### config.mk
export PLATFORM = sky130hd
export DESIGN_NAME = debug_dump_sequencer
export DESIGN_NICKNAME = d
export VERILOG_FILES = /design/src/rtl/debug_dump_sequencer_pkg.sv /design/src/rtl/debug_dump_sequencer_serializer.sv /design/src/rtl/debug_dump_sequencer.sv
export SDC_FILE = /design/constraint.sdc
export NUM_CORES = 1
export LEC_CHECK = 0
export CORE_MARGIN = 2
export CORE_UTILIZATION = 51
export CTS_CLUSTER_DIAMETER = 80
export DETAILED_ROUTE_END_ITERATION = 12
export GPL_TIMING_DRIVEN = 0
export PLACE_DENSITY = 0.8
export SLEW_MARGIN = 5
export SYNTH_ARGS = -nofsm -noshare
export SYNTH_HDL_FRONTEND = slang
export SYNTH_SLANG_ARGS = --single-unit
### constraint.sdc
create_clock -name i_clock -period 2.5 [get_ports i_clock]
set_input_delay 0.5 -clock i_clock [delete_from_list [all_inputs] [get_ports i_clock]]
set_output_delay 0.5 -clock i_clock [all_outputs]
set_load 0.01 [all_outputs]
### src/rtl/debug_dump_sequencer_pkg.sv
// rtl/debug_dump_sequencer_pkg.sv - shared control codes, header default and FSM state encodings
package debug_dump_sequencer_pkg;

    localparam int WIDTH_WORD_DEFAULT        = 32;
    localparam int CANT_BITS_CONTROL_DEFAULT = 4;
    localparam int WIDTH_BYTE_DEFAULT        = 8;

    // Snapshot store control codes; any value >= 12 clears the store and must never be driven.
    localparam logic [3:0] CTRL_HOLD       = 4'd0;
    localparam logic [3:0] CTRL_CAPTURE    = 4'd1;
    localparam logic [3:0] CTRL_FIRST_WORD = 4'd2;
    localparam logic [3:0] CTRL_LAST_WORD  = 4'd11;

    localparam logic [7:0] HEADER_BYTE_DEFAULT = 8'hA5;

    // Top-level sequencing states; header states only exist when the header feature is built.
    typedef enum logic [3:0] {
        ST_IDLE,
        ST_CAPTURE,
`ifdef DEBUG_DUMP_HEADER_EN
        ST_HDR,
        ST_HDR_WAIT,
`endif
        ST_SELECT,
        ST_WAIT,
        ST_LOAD,
        ST_XFER,
        ST_DONE
    } dump_state_e;

    // Byte serializer states: idle, present a byte, wait for the UART acknowledge.
    typedef enum logic [1:0] {
        SER_IDLE,
        SER_SEND,
        SER_WAIT_TX
    } ser_state_e;

endpackage

### src/rtl/debug_dump_sequencer_serializer.sv
// rtl/debug_dump_sequencer_serializer.sv - word-to-byte serializer with UART start/done handshake
module debug_dump_sequencer_serializer
    import debug_dump_sequencer_pkg::*;
#(
    parameter int WIDTH_WORD = WIDTH_WORD_DEFAULT,
    parameter int WIDTH_BYTE = WIDTH_BYTE_DEFAULT
) (
    input  logic                  clk_i,
    input  logic                  rst_ni,
    input  logic                  load_i,
    input  logic                  single_i,
    input  logic [WIDTH_WORD-1:0] word_i,
    input  logic                  tx_done_i,
    output logic [WIDTH_BYTE-1:0] tx_data_o,
    output logic                  tx_start_o,
    output logic                  last_byte_done_o
);

    localparam int BYTES_PER_WORD = WIDTH_WORD / WIDTH_BYTE;
    localparam int CNT_W          = (BYTES_PER_WORD > 1) ? $clog2(BYTES_PER_WORD) : 1;
    localparam logic [CNT_W-1:0] LAST_CNT = CNT_W'(BYTES_PER_WORD - 1);

    ser_state_e            state_q;
    logic [WIDTH_WORD-1:0] shift_q;
    logic [CNT_W-1:0]      cnt_q;
    logic [WIDTH_BYTE-1:0] tx_data_q;
    logic                  tx_start_q;
    logic                  last_q;

    // Load a word (or a lone byte when single_i starts the count at the last slot), then emit MSByte-first.
    always_ff @(posedge clk_i or negedge rst_ni) begin
        if (!rst_ni) begin
            state_q    <= SER_IDLE;
            shift_q    <= '0;
            cnt_q      <= '0;
            tx_data_q  <= '0;
            tx_start_q <= 1'b0;
            last_q     <= 1'b0;
        end else begin
            tx_start_q <= 1'b0;
            last_q     <= 1'b0;
            case (state_q)
                SER_IDLE: begin
                    if (load_i) begin
                        shift_q <= word_i;
                        cnt_q   <= single_i ? LAST_CNT : '0;
                        state_q <= SER_SEND;
                    end
                end
                SER_SEND: begin
                    tx_data_q  <= shift_q[WIDTH_WORD-1 -: WIDTH_BYTE];
                    tx_start_q <= 1'b1;
                    state_q    <= SER_WAIT_TX;
                end
                SER_WAIT_TX: begin
                    if (tx_done_i) begin
                        shift_q <= shift_q << WIDTH_BYTE;
                        if (cnt_q == LAST_CNT) begin
                            last_q  <= 1'b1;
                            state_q <= SER_IDLE;
                        end else begin
                            cnt_q   <= cnt_q + 1'b1;
                            state_q <= SER_SEND;
                        end
                    end
                end
                default: state_q <= SER_IDLE;
            endcase
        end
    end

    assign tx_data_o        = tx_data_q;
    assign tx_start_o       = tx_start_q;
    assign last_byte_done_o = last_q;

endmodule

### src/rtl/debug_dump_sequencer.sv
// rtl/debug_dump_sequencer.sv - snapshot dump sequencer to UART; optional frame header via DEBUG_DUMP_HEADER_EN
module debug_dump_sequencer
    import debug_dump_sequencer_pkg::*;
#(
    parameter int WIDTH_WORD        = WIDTH_WORD_DEFAULT,
    parameter int CANT_BITS_CONTROL = CANT_BITS_CONTROL_DEFAULT,
    parameter int WIDTH_BYTE        = WIDTH_BYTE_DEFAULT,
    parameter int FIRST_INDEX       = 2,
`ifdef DEBUG_DUMP_HEADER_EN
    parameter logic [WIDTH_BYTE-1:0] HEADER_BYTE = HEADER_BYTE_DEFAULT,
`endif
    parameter int LAST_INDEX        = 11
) (
    input  logic                         i_clock,
    input  logic                         i_soft_reset,
    input  logic                         i_dump_request,
    input  logic [WIDTH_WORD-1:0]        i_dato,
    input  logic                         i_tx_done,
    output logic [CANT_BITS_CONTROL-1:0] o_control,
    output logic [WIDTH_BYTE-1:0]        o_tx_data,
    output logic                         o_tx_start,
    output logic                         o_busy,
    output logic                         o_dump_done
);

    localparam logic [CANT_BITS_CONTROL-1:0] IDX_FIRST = CANT_BITS_CONTROL'(FIRST_INDEX);
    localparam logic [CANT_BITS_CONTROL-1:0] IDX_LAST  = CANT_BITS_CONTROL'(LAST_INDEX);
    localparam logic [CANT_BITS_CONTROL-1:0] C_HOLD    = CANT_BITS_CONTROL'(CTRL_HOLD);
    localparam logic [CANT_BITS_CONTROL-1:0] C_CAPTURE = CANT_BITS_CONTROL'(CTRL_CAPTURE);

    dump_state_e                  state_q;
    logic [CANT_BITS_CONTROL-1:0] control_q;
    logic [CANT_BITS_CONTROL-1:0] index_q;
    logic                         busy_q;
    logic                         done_q;

    logic                  ser_load;
    logic                  ser_single;
    logic [WIDTH_WORD-1:0] ser_word;
    logic                  ser_last;

    // Serializer feed: snapshot word in LOAD, or the lone header byte in HDR.
    always_comb begin
        ser_load   = (state_q == ST_LOAD);
        ser_single = 1'b0;
        ser_word   = i_dato;
`ifdef DEBUG_DUMP_HEADER_EN
        if (state_q == ST_HDR) begin
            ser_load   = 1'b1;
            ser_single = 1'b1;
            ser_word   = {HEADER_BYTE, {(WIDTH_WORD-WIDTH_BYTE){1'b0}}};
        end
`endif
    end

    debug_dump_sequencer_serializer #(
        .WIDTH_WORD (WIDTH_WORD),
        .WIDTH_BYTE (WIDTH_BYTE)
    ) u_serializer (
        .clk_i            (i_clock),
        .rst_ni           (i_soft_reset),
        .load_i           (ser_load),
        .single_i         (ser_single),
        .word_i           (ser_word),
        .tx_done_i        (i_tx_done),
        .tx_data_o        (o_tx_data),
        .tx_start_o       (o_tx_start),
        .last_byte_done_o (ser_last)
    );

    // Dump sequencing; o_control is a non-hold code only on the single cycle a state owns it.
    always_ff @(posedge i_clock or negedge i_soft_reset) begin
        if (!i_soft_reset) begin
            state_q   <= ST_IDLE;
            control_q <= C_HOLD;
            index_q   <= IDX_FIRST;
            busy_q    <= 1'b0;
            done_q    <= 1'b0;
        end else begin
            control_q <= C_HOLD;
            done_q    <= 1'b0;
            case (state_q)
                ST_IDLE: begin
                    if (i_dump_request) begin
                        busy_q    <= 1'b1;
                        control_q <= C_CAPTURE;
                        state_q   <= ST_CAPTURE;
                    end
                end
                ST_CAPTURE: begin
`ifdef DEBUG_DUMP_HEADER_EN
                    state_q   <= ST_HDR;
`else
                    control_q <= index_q;
                    state_q   <= ST_SELECT;
`endif
                end
`ifdef DEBUG_DUMP_HEADER_EN
                ST_HDR: state_q <= ST_HDR_WAIT;
                ST_HDR_WAIT: begin
                    if (ser_last) begin
                        control_q <= index_q;
                        state_q   <= ST_SELECT;
                    end
                end
`endif
                ST_SELECT: state_q <= ST_WAIT;
                ST_WAIT:   state_q <= ST_LOAD;
                ST_LOAD:   state_q <= ST_XFER;
                ST_XFER: begin
                    if (ser_last) begin
                        if (index_q < IDX_LAST) begin
                            index_q   <= index_q + 1'b1;
                            control_q <= index_q + 1'b1;
                            state_q   <= ST_SELECT;
                        end else begin
                            done_q  <= 1'b1;
                            state_q <= ST_DONE;
                        end
                    end
                end
                ST_DONE: begin
                    busy_q  <= 1'b0;
                    index_q <= IDX_FIRST;
                    state_q <= ST_IDLE;
                end
                default: state_q <= ST_IDLE;
            endcase
        end
    end

    assign o_control   = control_q;
    assign o_busy      = busy_q;
    assign o_dump_done = done_q;

endmodule

==> impl_metrics.env <==
export IMPL_wl_um=5060
export IMPL_routedWlPerCell_um=14.3
export IMPL_hp_class="input port to async pin"
export IMPL_start_util_pct=52.2
export IMPL_skew_ps=5.78
export IMPL_cts_setup_buffers=0
export IMPL_p_clk_share_pct=22.4
export IMPL_vias=1908
export IMPL_crit_path_end_kind="flip-flop"
export IMPL_pwr_share_comb_pct=36.0
export IMPL_slew_limit_headroom_pct=50.9
export IMPL_final_max_slew_violation_count=0
export IMPL_place_hpwl_um=3690
export IMPL_crit_top_cell="clkbuf_1"
export IMPL_grt_pass1_vias=1754
export IMPL_mappedNetlistArea_um2=2630
export IMPL_post_route_min_period_ps=1830
export IMPL_grt_max_degree=34
export IMPL_seqPwrFrac_pct=41.5
export IMPL_clk_latency_ps=330
export IMPL_synth_cell_type_count=40
export IMPL_grt_util_all_layers_pct=20.1
export IMPL_fin_nets=317
export IMPL_gp_congestion=0.775
export IMPL_preCtsSetupSlack_ps=298
export IMPL_multi_input_area_um2=982
export IMPL_pin_count=51
export IMPL_ys_seq_area_share_pct=56.2
export IMPL_n_antenna_cell=0
export IMPL_powerDensity_nw_per_um2=1090
export IMPL_clockRootBuffer="clkbuf_8"
export IMPL_ys_flop_type="dfrtp_1"
export IMPL_synth_edf_count=0
export IMPL_fill_cells=379
export IMPL_fmax_mhz=546
export IMPL_crit_fanout=10
export IMPL_fin_ws_ps=669
export IMPL_cts_sinks=59
export IMPL_firstDrtPassIters=4
export IMPL_crit_chain="clkdlybuf4s50_1, nand3b_1, clkbuf_1, clkbuf_1, o211ai_1, o21ai_1"
export IMPL_slowest_delay_ps=430
export IMPL_cts_max_level=3
export IMPL_area_growth_pct=30.3
export IMPL_worstMarginPinSlew_ps=736
export IMPL_finalInstanceArea_um2=3430
export IMPL_clk_pin_slew_ps=60
export IMPL_cp_start_kind="input port"
export IMPL_status="complete, no violations"
export IMPL_cts_resized=0
export IMPL_swShare_pct=30.0
export IMPL_drt_vias_per_instance=5.41
export IMPL_grt_antenna_before_repair=0
export IMPL_final_hold_violation_count=0
export IMPL_synth_seq_cells=59
export IMPL_cts_made_buffers=9
export IMPL_crit_family="buffers and inverters"
export IMPL_drc=0
export IMPL_ir_worst_vdd_v=0.000489
export IMPL_dpl_instance_area_um2=3230
export IMPL_syn_nets=255
export IMPL_crit_required_ps=2760
export IMPL_total_power_mw=3.74
export IMPL_drtAntennaViolNets=0
export IMPL_die_y_um=75.8
export IMPL_setup_viol=0
export IMPL_clk_path_buf_depth=2
export IMPL_cp_num_buf_inv=3
export IMPL_switchingPower_mw=1.12
export IMPL_die_w_um=75.8
export IMPL_syn_instance_count=217
export IMPL_postCtsHoldBufs=0
export IMPL_cts_tree="done"
export IMPL_internal_power_mw=2.62
export IMPL_worst_setup_path_type="input port to flip-flop"
export IMPL_period_share_pct=73.2
export IMPL_coreArea_um2=5040
export IMPL_drt_first_iter_violations=90
export IMPL_grt_overflow=0
export IMPL_io_buffer_count=50
export IMPL_drv_cap=0
export IMPL_rsz0062_at_grt="no"
export IMPL_dieArea_um2=5750
export IMPL_synth_async_reset_ratio_pct=100
export IMPL_p_leak_nw=1.42
export IMPL_arrival_ps=2090
export IMPL_ys_warn_count=0
export IMPL_cpMaxStageDelayCell="clkdlybuf4s50_1"
export IMPL_grt_pass1_wl_um=8190
export IMPL_syn_area_per_cell_um2=12.1
export IMPL_rows=26
export IMPL_seqCellArea_um2=1480
export IMPL_drive_gt1_share_pct=21.2
## power by group through the flow
stage	clock (mW)	sequential, mW	combinational [mW]
after global placement	0	1.55	1.31
after global routing	0.899	1.59	1.49
after floorplan	0	1.55	0.899
final	0.839	1.55	1.35
after CTS	0.863	1.55	1.37
after detailed placement	0	1.57	1.36
## per-layer routing
layer | GRT usage [%] | up-vias | share of wire (%)
li1 | - | 920 | -
met4 | 11.3 | 0 | 3.1
met3 | 6.08 | 14 | 4.4
met1 | 26.2 | 924 | 45
met2 | 29.9 | 50 | 47
met5 | 0 | - | 0
## cell type report
type / instances / area share, %
clock inverter: 2 / 1.02
buffer: 16 / 3.43
multi-input combinational: 128 / 28.7
inverter: 14 / 1.53
timing repair buffer: 51 / 15.0
clock buffer: 13 / 4.64
tap: 70 / 2.56
sequential: 59 / 43.1
## cell usage in the layout, fill, tap and decap left out, types with 2 or more instances in the layout
| cell | n |
|---|---|
| dfrtp_1 | 58 |
| clkdlybuf4s50_1 | 49 |
| or2_2 | 24 |
| o221a_1 | 24 |
| inv_1 | 14 |
| o21ai_0 | 12 |
| clkbuf_8 | 11 |
| clkbuf_1 | 10 |
| o211ai_1 | 9 |
| o21ai_1 | 8 |
| mux2_2 | 8 |
| nor2_1 | 5 |
| o31ai_1 | 3 |
| nand3_1 | 3 |
| buf_8 | 3 |
| buf_2 | 2 |
| or3b_2 | 2 |
| a21o_1 | 2 |
| o21a_1 | 2 |
| or3_1 | 2 |
| nand3b_1 | 2 |
| buf_6 | 2 |
| nand2_1 | 2 |
| a21oi_1 | 2 |
| nand2b_1 | 2 |
| buf_4 | 2 |
| ha_1 | 2 |
## stage by stage
stage	setup TNS (ps)	hold WS [ps]	cells	utilization (%)
floorplan	0	204	217	-
global placement	-48170	487	337	63.8
detailed placement	0	492	338	64.1
CTS	0	238	353	68.0
global route	0	283	353	68.0
finish	0	231	353	68.0
## synth_stat cells, types with 2 or more instances
master     n  area share [%]
or3b_2     2            0.67
o31ai_1    3            0.86
nand2b_1   2            0.48
buf_4      2            0.57
mux2_2     8             3.4
buf_8      3             1.7
buf_6      2            0.86
o221a_1   24              10
or3_1      2            0.48
nor2_1     5            0.71
dfrtp_1   58              55
a21o_1     2            0.57
ha_1       2            0.95
o211ai_1   9             2.6
o21ai_0   12             2.3
o21a_1     2            0.57
nand3b_1   2            0.57
o21ai_1    8             1.5
clkbuf_1   8             1.1
nand2_1    2            0.29
a21oi_1    2            0.38
nand3_1    3            0.57
inv_1     14             2.0
or2_2     24             5.7
## sequential cells by signal, summed over array words and instances (netlist names)
signal / count
u_serializer.tx_data_o: 8
index_q: 4
u_serializer.shift_q: 32
state_q: 3
u_serializer.state_q: 2
u_serializer.last_byte_done_o: 1
o_control: 4
o_dump_done: 1
u_serializer.tx_start_o: 1
u_serializer.cnt_q: 2
o_busy: 1
## cells by family (layout without fill, tap and decap cells)
| group | Yosys count | in the layout | share of synthesized area [%] |
|---|---|---|---|
| compound gates | 67 | 67 | 20.8 |
| mux | 9 | 9 | 3.81 |
| flops | 59 | 59 | 56.2 |
| buf+inv | 30 | 96 | 6.47 |
| fa+ha+maj | 2 | 2 | 0.951 |
| xor+xnor | 1 | 1 | 0.333 |
| simple gates | 49 | 49 | 11.4 |
## path summary, 6_finish.rpt
check	startpoint	to	slack (ps)	cells past startpoint
max in group asynchronous	i_soft_reset	index_q[1]	1610	2
hold / removal	i_soft_reset	o_busy	230	1
setup / recovery	i_tx_done	u_serializer.shift_q[2]	670	6
setup reg to reg	u_serializer.state_q[1]	u_serializer.shift_q[27]	680	5
min in group i_clock	u_serializer.tx_data_o[4]	u_serializer.tx_data_o[4]	500	1
hold reg to reg	u_serializer.tx_data_o[4]	u_serializer.tx_data_o[4]	500	1
No activity file was read; power rests on OpenSTA's default activity.
